[src/rtl/maze_pkg.sv]
// Shared definitions for the maze renderer.
// - Game state encoding driven on maze_renderer.state.
// - Palette held as 8-bit-per-channel reference colours; scale_rgb() keeps the
//   top cw bits of each channel and packs them as {R,G,B} in the low 3*cw bits.
package maze_pkg;

    localparam logic [1:0] ST_WELCOME = 2'd0;
    localparam logic [1:0] ST_MAP     = 2'd1;
    localparam logic [1:0] ST_WIN     = 2'd2;
    localparam logic [1:0] ST_PAUSE   = 2'd3;

    localparam int unsigned REF_CW = 8;

    localparam logic [23:0] RGB_RED    = 24'hFF0000;
    localparam logic [23:0] RGB_GREEN  = 24'h00FF00;
    localparam logic [23:0] RGB_YELLOW = 24'hFFFF00;
    localparam logic [23:0] RGB_GRAY   = 24'h808080;
    localparam logic [23:0] RGB_BLACK  = 24'h000000;
    localparam logic [23:0] RGB_WHITE  = 24'hFFFFFF;

    function automatic logic [23:0] scale_rgb(input logic [23:0] c, input int unsigned cw);
        logic [23:0] r;
        logic [23:0] g;
        logic [23:0] b;
        r = {16'd0, c[23:16]} >> (REF_CW - cw);
        g = {16'd0, c[15:8]}  >> (REF_CW - cw);
        b = {16'd0, c[7:0]}   >> (REF_CW - cw);
        return (r << (2 * cw)) | (g << cw) | b;
    endfunction

endpackage

[src/rtl/blink_timer.sv]
// Cursor blink timer: counts frame_start pulses and toggles blink_on each time
// the count reaches BLINK_FRAMES-1 (the count then wraps to 0).
// Ports:
//   vga_clk, rst_sys_n  clock, async active-low reset (blink_on resets to 1)
//   frame_start         one pulse per frame
//   blink_on            current blink phase
//   blink_nxt           phase in effect after this cycle's frame_start, so a
//                       pixel coinciding with frame_start sees the new phase
module blink_timer
    import maze_pkg::*;
#(
    parameter int unsigned BLINK_FRAMES = 16
) (
    input  logic vga_clk,
    input  logic rst_sys_n,
    input  logic frame_start,
    output logic blink_on,
    output logic blink_nxt
);

    localparam int unsigned FW = (BLINK_FRAMES > 1) ? $clog2(BLINK_FRAMES) : 1;

    logic [FW-1:0] frame_cnt;
    logic          wrap;

    assign wrap      = (frame_cnt == FW'(BLINK_FRAMES - 1));
    assign blink_nxt = (frame_start && wrap) ? ~blink_on : blink_on;

    always_ff @(posedge vga_clk or negedge rst_sys_n) begin
        if (!rst_sys_n) begin
            frame_cnt <= '0;
            blink_on  <= 1'b1;
        end else if (frame_start) begin
            frame_cnt <= wrap ? '0 : frame_cnt + 1'b1;
            blink_on  <= blink_nxt;
        end
    end

endmodule

[src/rtl/maze_renderer.sv]
// Maze renderer: maps a VGA pixel stream onto a centred num x num block maze.
// Fixed 3-cycle pipeline: bounds/offsets -> block col/row -> index + colour.
// Ports:
//   vga_clk, rst_sys_n          clock, async active-low reset
//   state                       0 welcome, 1 map, 2 win, 3 pause
//   frame_start                 latches num/x_index/y_index and steps the blink timer
//   pix_valid_i, x, y           input pixel
//   num, map, x_index, y_index  maze size, wall bitmap (row*num+col), cursor
//   pix_valid_o, pix_data       output pixel, 3 cycles after input
//   pix_x_index, pix_y_index    block col/row of the output pixel (held when invalid)
module maze_renderer
    import maze_pkg::*;
#(
    parameter int unsigned MAX_N        = 19,
    parameter int unsigned BLOCK_W      = 24,
    parameter int unsigned CW           = 4,
    parameter int unsigned BLINK_FRAMES = 16
) (
    input  logic                   vga_clk,
    input  logic                   rst_sys_n,
    input  logic [1:0]             state,
    input  logic                   frame_start,
    input  logic                   pix_valid_i,
    input  logic [9:0]             x,
    input  logic [8:0]             y,
    input  logic [4:0]             num,
    input  logic [MAX_N*MAX_N-1:0] map,
    input  logic [4:0]             x_index,
    input  logic [4:0]             y_index,
    output logic                   pix_valid_o,
    output logic [3*CW-1:0]        pix_data,
    output logic [4:0]             pix_x_index,
    output logic [4:0]             pix_y_index
);

    localparam int unsigned PW       = 3 * CW;
    localparam int unsigned MAP_BITS = MAX_N * MAX_N;
    localparam int unsigned IW       = $clog2(MAP_BITS + 1);

    localparam logic [PW-1:0] C_RED    = PW'(scale_rgb(RGB_RED, CW));
    localparam logic [PW-1:0] C_GREEN  = PW'(scale_rgb(RGB_GREEN, CW));
    localparam logic [PW-1:0] C_YELLOW = PW'(scale_rgb(RGB_YELLOW, CW));
    localparam logic [PW-1:0] C_GRAY   = PW'(scale_rgb(RGB_GRAY, CW));
    localparam logic [PW-1:0] C_BLACK  = PW'(scale_rgb(RGB_BLACK, CW));
    localparam logic [PW-1:0] C_WHITE  = PW'(scale_rgb(RGB_WHITE, CW));

    // Frame-latched parameters; on a frame_start cycle the incoming values are
    // used directly so the coinciding pixel already sees the new frame.
    logic [4:0] num_l, cur_x, cur_y;
    logic [4:0] num_e, cur_x_e, cur_y_e;
    logic       blink_on, blink_nxt, blink_e;

    always_ff @(posedge vga_clk or negedge rst_sys_n) begin
        if (!rst_sys_n) begin
            num_l <= '0;
            cur_x <= '0;
            cur_y <= '0;
        end else if (frame_start) begin
            num_l <= num;
            cur_x <= x_index;
            cur_y <= y_index;
        end
    end

    blink_timer #(.BLINK_FRAMES(BLINK_FRAMES)) u_blink (
        .vga_clk     (vga_clk),
        .rst_sys_n   (rst_sys_n),
        .frame_start (frame_start),
        .blink_on    (blink_on),
        .blink_nxt   (blink_nxt)
    );

    assign num_e   = frame_start ? num     : num_l;
    assign cur_x_e = frame_start ? x_index : cur_x;
    assign cur_y_e = frame_start ? y_index : cur_y;
    assign blink_e = blink_nxt;

    // Stage 1: geometry in 11-bit unsigned arithmetic, bounds test, offsets.
    logic [10:0] extent, begin_x, begin_y, x_ext, y_ext;
    logic        num_ok, in_map;

    assign extent  = 11'(BLOCK_W) * {6'd0, num_e};
    assign begin_x = 11'd320 - (extent >> 1);
    assign begin_y = 11'd240 - (extent >> 1);
    assign x_ext   = {1'b0, x};
    assign y_ext   = {2'b0, y};
    assign num_ok  = (num_e >= 5'd3) && (num_e <= 5'(MAX_N));
    assign in_map  = num_ok
                  && (x_ext >= begin_x) && (x_ext < begin_x + extent)
                  && (y_ext >= begin_y) && (y_ext < begin_y + extent);

    logic        v1, in1, bl1;
    logic [1:0]  st1;
    logic [10:0] dx1, dy1;
    logic [4:0]  num1, cx1, cy1;

    always_ff @(posedge vga_clk or negedge rst_sys_n) begin
        if (!rst_sys_n) begin
            v1 <= 1'b0; in1 <= 1'b0; bl1 <= 1'b0; st1 <= '0;
            dx1 <= '0; dy1 <= '0; num1 <= '0; cx1 <= '0; cy1 <= '0;
        end else begin
            v1   <= pix_valid_i;
            in1  <= in_map;
            bl1  <= blink_e;
            st1  <= state;
            dx1  <= x_ext - begin_x;
            dy1  <= y_ext - begin_y;
            num1 <= num_e;
            cx1  <= cur_x_e;
            cy1  <= cur_y_e;
        end
    end

    // Stage 2: block column/row (zero outside the map).
    logic        v2, in2, bl2;
    logic [1:0]  st2;
    logic [4:0]  col2, row2, num2, cx2, cy2;

    always_ff @(posedge vga_clk or negedge rst_sys_n) begin
        if (!rst_sys_n) begin
            v2 <= 1'b0; in2 <= 1'b0; bl2 <= 1'b0; st2 <= '0;
            col2 <= '0; row2 <= '0; num2 <= '0; cx2 <= '0; cy2 <= '0;
        end else begin
            v2   <= v1;
            in2  <= in1;
            bl2  <= bl1;
            st2  <= st1;
            col2 <= in1 ? 5'(dx1 / 11'(BLOCK_W)) : '0;
            row2 <= in1 ? 5'(dy1 / 11'(BLOCK_W)) : '0;
            num2 <= num1;
            cx2  <= cx1;
            cy2  <= cy1;
        end
    end

    // Stage 3: map index, colour selection.
    logic [IW-1:0] idx;
    logic          wall, blink_eff;
    logic [PW-1:0] map_col, half_col, nxt_col;

    assign idx       = IW'(row2) * IW'(num2) + IW'(col2);
    assign wall      = (idx < IW'(MAP_BITS)) ? map[idx] : 1'b0;
    assign blink_eff = bl2 && (st2 == ST_MAP);

    always_comb begin
        map_col = C_WHITE;
        if (in2) begin
            if (col2 == cx2 && row2 == cy2 && blink_eff)
                map_col = C_RED;
            else if (col2 == 5'd1 && row2 == 5'd1)
                map_col = C_GREEN;
            else if (col2 == num2 - 5'd2 && row2 == num2 - 5'd2)
                map_col = C_YELLOW;
            else if (wall)
                map_col = C_GRAY;
            else
                map_col = C_BLACK;
        end
    end

    always_comb begin
        half_col = '0;
        for (int unsigned i = 0; i < 3; i++)
            half_col[i*CW +: CW] = map_col[i*CW +: CW] >> 1;
    end

    always_comb begin
        nxt_col = '0;
        if (v2) begin
            case (st2)
                ST_WELCOME: nxt_col = C_YELLOW;
                ST_WIN:     nxt_col = C_RED;
                ST_PAUSE:   nxt_col = half_col;
                default:    nxt_col = map_col;
            endcase
        end
    end

    always_ff @(posedge vga_clk or negedge rst_sys_n) begin
        if (!rst_sys_n) begin
            pix_valid_o <= 1'b0;
            pix_data    <= '0;
            pix_x_index <= '0;
            pix_y_index <= '0;
        end else begin
            pix_valid_o <= v2;
            pix_data    <= nxt_col;
            if (v2) begin
                pix_x_index <= col2;
                pix_y_index <= row2;
            end
        end
    end

endmodule

[config.mk]
export PLATFORM = sky130hd
export DESIGN_NAME = maze_renderer
export DESIGN_NICKNAME = d
export VERILOG_FILES = /design/src/rtl/maze_pkg.sv /design/src/rtl/blink_timer.sv /design/src/rtl/maze_renderer.sv
export SDC_FILE = /design/constraint.sdc
export NUM_CORES = 1
export LEC_CHECK = 0
export CAP_MARGIN = 20
export CORE_ASPECT_RATIO = 2
export CORE_MARGIN = 2
export CORE_UTILIZATION = 30
export CTS_BUF_LIST = sky130_fd_sc_hd__clkbuf_8
export DETAILED_ROUTE_END_ITERATION = 10
export HOLD_SLACK_MARGIN = 0.12
export PLACE_DENSITY = 0.58
export SYNTH_ARGS = -nofsm -noshare
export SYNTH_HDL_FRONTEND = slang
export SYNTH_SLANG_ARGS = --single-unit
[constraint.sdc]
create_clock -name vga_clk -period 6.2 [get_ports vga_clk]
set_input_delay 0.93 -clock vga_clk [delete_from_list [all_inputs] [get_ports vga_clk]]
set_output_delay 0.93 -clock vga_clk [all_outputs]
set_load 0.005 [all_outputs]
==> reports/qor.csv <==
metric,value,unit
number of levels the H-tree was split into,3,
Avg Inst Size Synth,10.4,um2
First DRT Iteration DRCs,472,
number of buffers on the longest clock path,2,
sequential area share after synthesis,22.8,%
detailed placement HPWL,34500,um
post-route minimum period,5720,ps
number of routed nets with antenna violations,0,
first-pass iteration count of the detailed router,5,
Die Ht,262,um
relative slew slack,40.6,%
number of post-CTS setup repair buffers,0,
status,completed,
final hold violation count,0,
# hold bufs at CTS,0,
total CTS buffers,9,
number of setup violations in the final report,0,
area growth from synthesis to layout,47.4,%
"Cell Count, Final, Fillers Out",1794,
Worst R2R End,pix_data[11],
Final Core Density,44.9,%
total track usage,22.7,%
minimum hold slack,354,ps
die area,34900,um2
Synth area leaders,"sky130_fd_sc_hd__dfrtp_1 23%, sky130_fd_sc_hd__mux4_2 18%, sky130_fd_sc_hd__ha_1 9.0%, sky130_fd_sc_hd__fa_1 3.6%, sky130_fd_sc_hd__mux4_1 3.4%",
Hold Crit Class,reg -> reg,
number of filler instances in the final layout,3078,
number of global-route vias before repair,10000,
largest family of logic cells by synthesized area,multiplexers,
number of nets produced by synthesis,1448,
flop-to-flop setup slack,480,ps
wire length of the first global-routing pass,59300,um
pwr dens,396,nW/um2
cell at the root of the clock tree,sky130_fd_sc_hd__clkbuf_8,
Startpoint Class,flip-flop,
number of input and output port buffers inserted,423,
number of antenna violations at the first check in global routing,7,
final worst-path cycle share,92.3,%
highest attainable clock frequency,175,MHz
clock tree from TritonCTS,yes,
Netlist Area Pre-Place,10000,um2
hold path start,bl1,
setup tns final,0,ps
Die Width,133,um
RSZ-0062 raised after global routing,no,
global-route congestion overflow total,0,
fin. max-slew vios,0,
WHS Endpoint,bl2,
largest net degree at the start of global routing,56,
fraction of the mapped netlist area in compound gates,13.2,%
Routed Wire Length,40500,um
CP Capture Type,flip-flop,
clock sink count,91,
multiplexer fraction of the synthesized cell area,26.1,%
number of synthesized register bits,91,
adder and majority cell fraction of the synthesized area,12.7,%
post-placement cell count,1771,
Critical Path Fanout Max,21,
"final std cell area, no fill",14700,um2
max capacitance violation total,0,
hold-critical path depth,0,
Yosys top cell area share,22.5,%
count of vias placed by the detailed router,9440,
I/O pin count,424,
"Req. time, crit path",6490,ps
clock tree skew after final layout,14.4,ps
"Net count, final",1841,
area share of and/or/nand/nor cells after synthesis,12.6,%
clock-pin slew reported for the worst setup and hold paths after clock tree synthesis,100,ps
dpl cell area,14500,um2
initial cell density of the core,30.5,%
measured slew at the worst slew-check pin,890,ps
Syn Inst Count,957,
Worst Reg2Reg Path Length in Cells,16,
post-synthesis cell type with the largest combined area,sky130_fd_sc_hd__dfrtp_1,
leakage power summed over all cells,0.00589,uW
critical path data arrival time,6010,ps
post-synthesis xor/xnor area fraction,5.51,%
Post-synth EDFFs,0,
CTS-repair resized insts,0,
maximum vdd drop,0.000196,V
synth warn,0,
final weighted congestion of routability-driven global placement,0.888,
placeable core region,32800,um2
DR WL/cell,22.6,um
share of layout cells above drive strength 1,11.7,%
insertion delay to the later sink of the worst-skew pair,390,ps
proportion of register bits with asynchronous set or reset after synthesis,100,%
DRC violation count after routing,0,
post-DR vias/cell,5.26,
std cell rows,94,
count of unique library cells instantiated by Yosys,82,
most used flip-flop cell after synthesis,sky130_fd_sc_hd__dfrtp_1,
FF-to-FF Start,row2[2],
path type of the worst setup path,reg -> reg,
placed cells by master (no fill, tap or decap), types with 5 or more instances in the layout:
cell,instances
sky130_fd_sc_hd__and2_1,16
sky130_fd_sc_hd__a22oi_1,7
sky130_fd_sc_hd__a2111oi_0,7
sky130_fd_sc_hd__mux2_2,27
sky130_fd_sc_hd__nor3_1,20
sky130_fd_sc_hd__nand2_1,56
sky130_fd_sc_hd__fa_1,18
sky130_fd_sc_hd__clkdlybuf4s50_1,422
sky130_fd_sc_hd__a21o_1,13
sky130_fd_sc_hd__o22ai_1,8
sky130_fd_sc_hd__dfrtp_1,90
sky130_fd_sc_hd__mux4_1,13
sky130_fd_sc_hd__nor2_1,50
sky130_fd_sc_hd__clkbuf_8,9
sky130_fd_sc_hd__nand2b_1,18
sky130_fd_sc_hd__o2111ai_1,5
sky130_fd_sc_hd__mux2i_1,20
sky130_fd_sc_hd__o21ai_0,39
sky130_fd_sc_hd__o211ai_1,6
sky130_fd_sc_hd__nand3_1,24
sky130_fd_sc_hd__ha_1,69
sky130_fd_sc_hd__mux4_2,78
sky130_fd_sc_hd__nor2b_1,17
sky130_fd_sc_hd__inv_1,73
sky130_fd_sc_hd__o31ai_1,5
sky130_fd_sc_hd__xnor2_1,36
sky130_fd_sc_hd__a31oi_1,12
sky130_fd_sc_hd__xor2_1,24
sky130_fd_sc_hd__diode_2,7
sky130_fd_sc_hd__a211oi_1,7
sky130_fd_sc_hd__a21oi_1,45
sky130_fd_sc_hd__nor4_1,6
sky130_fd_sc_hd__buf_4,21
sky130_fd_sc_hd__nand4_1,10
per-layer routing:
layer	up-vias	part of all wire, %	GRT usage [%]
met4	0	5.1	12.3
met2	408	56	45.3
met5	-	0	0
met1	4567	33	21.8
li1	4385	-	-
met3	80	5.7	3.90
critical path, stage by stage (launching register included):
cell                        delay, ps
sky130_fd_sc_hd__dfrtp_1          570
sky130_fd_sc_hd__nand2_1          130
sky130_fd_sc_hd__fa_1             520
sky130_fd_sc_hd__inv_1             40
sky130_fd_sc_hd__ha_1             290
sky130_fd_sc_hd__fa_1             580
sky130_fd_sc_hd__inv_1             70
sky130_fd_sc_hd__fa_1             820
sky130_fd_sc_hd__buf_4            330
sky130_fd_sc_hd__nand2b_1         230
sky130_fd_sc_hd__nor2_1            80
sky130_fd_sc_hd__a2111oi_0        680
sky130_fd_sc_hd__or3_1            200
sky130_fd_sc_hd__nand3_1          180
sky130_fd_sc_hd__a211oi_4         480
sky130_fd_sc_hd__o31ai_1          140
sky130_fd_sc_hd__a221oi_1         270
flip-flops by register name, indices dropped and copies added (netlist names), 4 cells and up:
name,count
pix_data,9
dx1,8
dy1,8
col2,5
cx1,5
cx2,5
cy1,5
cy2,5
num1,5
num2,5
pix_x_index,5
pix_y_index,5
row2,5
u_blink.frame_cnt,4
Yosys cell counts (4+ instances only):
| master | count |
|---|---|
| sky130_fd_sc_hd__a22oi_1 | 7 |
| sky130_fd_sc_hd__nand2_1 | 56 |
| sky130_fd_sc_hd__nand2b_1 | 18 |
| sky130_fd_sc_hd__xnor2_1 | 37 |
| sky130_fd_sc_hd__mux2i_1 | 20 |
| sky130_fd_sc_hd__nand4_1 | 10 |
| sky130_fd_sc_hd__a221oi_1 | 4 |
| sky130_fd_sc_hd__o31ai_1 | 5 |
| sky130_fd_sc_hd__buf_6 | 7 |
| sky130_fd_sc_hd__nor2_1 | 50 |
| sky130_fd_sc_hd__xor2_1 | 24 |
| sky130_fd_sc_hd__clkbuf_1 | 21 |
| sky130_fd_sc_hd__a21o_1 | 13 |
| sky130_fd_sc_hd__nor3_1 | 20 |
| sky130_fd_sc_hd__a22o_1 | 4 |
| sky130_fd_sc_hd__a211oi_1 | 7 |
| sky130_fd_sc_hd__fa_1 | 18 |
| sky130_fd_sc_hd__dfrtp_1 | 90 |
| sky130_fd_sc_hd__ha_1 | 72 |
| sky130_fd_sc_hd__buf_4 | 9 |
| sky130_fd_sc_hd__o22ai_1 | 8 |
| sky130_fd_sc_hd__nand3_1 | 24 |
| sky130_fd_sc_hd__mux4_1 | 13 |
| sky130_fd_sc_hd__a21oi_1 | 45 |
| sky130_fd_sc_hd__and2_1 | 16 |
| sky130_fd_sc_hd__a2111oi_0 | 7 |
| sky130_fd_sc_hd__buf_12 | 4 |
| sky130_fd_sc_hd__nor2b_1 | 17 |
| sky130_fd_sc_hd__inv_1 | 73 |
| sky130_fd_sc_hd__buf_2 | 10 |
| sky130_fd_sc_hd__mux4_2 | 78 |
| sky130_fd_sc_hd__a21boi_0 | 4 |
| sky130_fd_sc_hd__o211ai_1 | 6 |
| sky130_fd_sc_hd__buf_1 | 5 |
| sky130_fd_sc_hd__a31oi_1 | 12 |
| sky130_fd_sc_hd__o21ai_0 | 39 |
| sky130_fd_sc_hd__o2111ai_1 | 5 |
| sky130_fd_sc_hd__mux2_2 | 27 |
| sky130_fd_sc_hd__nor4_1 | 6 |
power breakdown:
group          leakage (uW)  internal, uW  switching [uW]  total (uW)
logic               0.00468          2100            2350        4440
registers           0.00112           742             251         993
clock network     0.0000923           157             237         393
kinds of logic (layout without fill, tap and decap cells):
logic type / Yosys count / count (layout)
compound gates: 195 / 195
mux: 139 / 139
simple gates: 245 / 245
xor+xnor: 62 / 62
fa+ha+maj: 91 / 91
flops: 91 / 91
other cells: 0 / 7
buf+inv: 134 / 532
through the flow:
stage                     power, uW  worst slack [ps]
final                          5830               478
after global routing           6290               243
after CTS                      5880               532
after detailed placement       5450               351
after global placement         5400               437
after floorplan                4120               431
worst max path at each step:
stage / from / depth (start not counted) / end / slack, ps
floorplan: frame_start / 20 / in1 / 430
global placement: frame_start / 19 / in1 / 440
detailed placement: frame_start / 19 / in1 / 350
CTS: row2[2] / 16 / pix_data[11] / 530
global route: row2[2] / 16 / pix_data[11] / 240
finish: row2[2] / 16 / pix_data[11] / 480
cell type report:
| type | count | area (um2) | area share, % |
|---|---|---|---|
| tap | 432 | 541 | 3.67 |
| inverter | 73 | 274 | 1.86 |
| sequential | 91 | 2280 | 15.5 |
| timing repair buffer | 443 | 4380 | 29.7 |
| clock buffer | 9 | 124 | 0.841 |
| antenna | 7 | 17.5 | 0.119 |
| clock inverter | 7 | 66.3 | 0.450 |
| multi-input combinational | 732 | 7050 | 47.9 |
No activity file was read; power rests on OpenSTA's default activity.
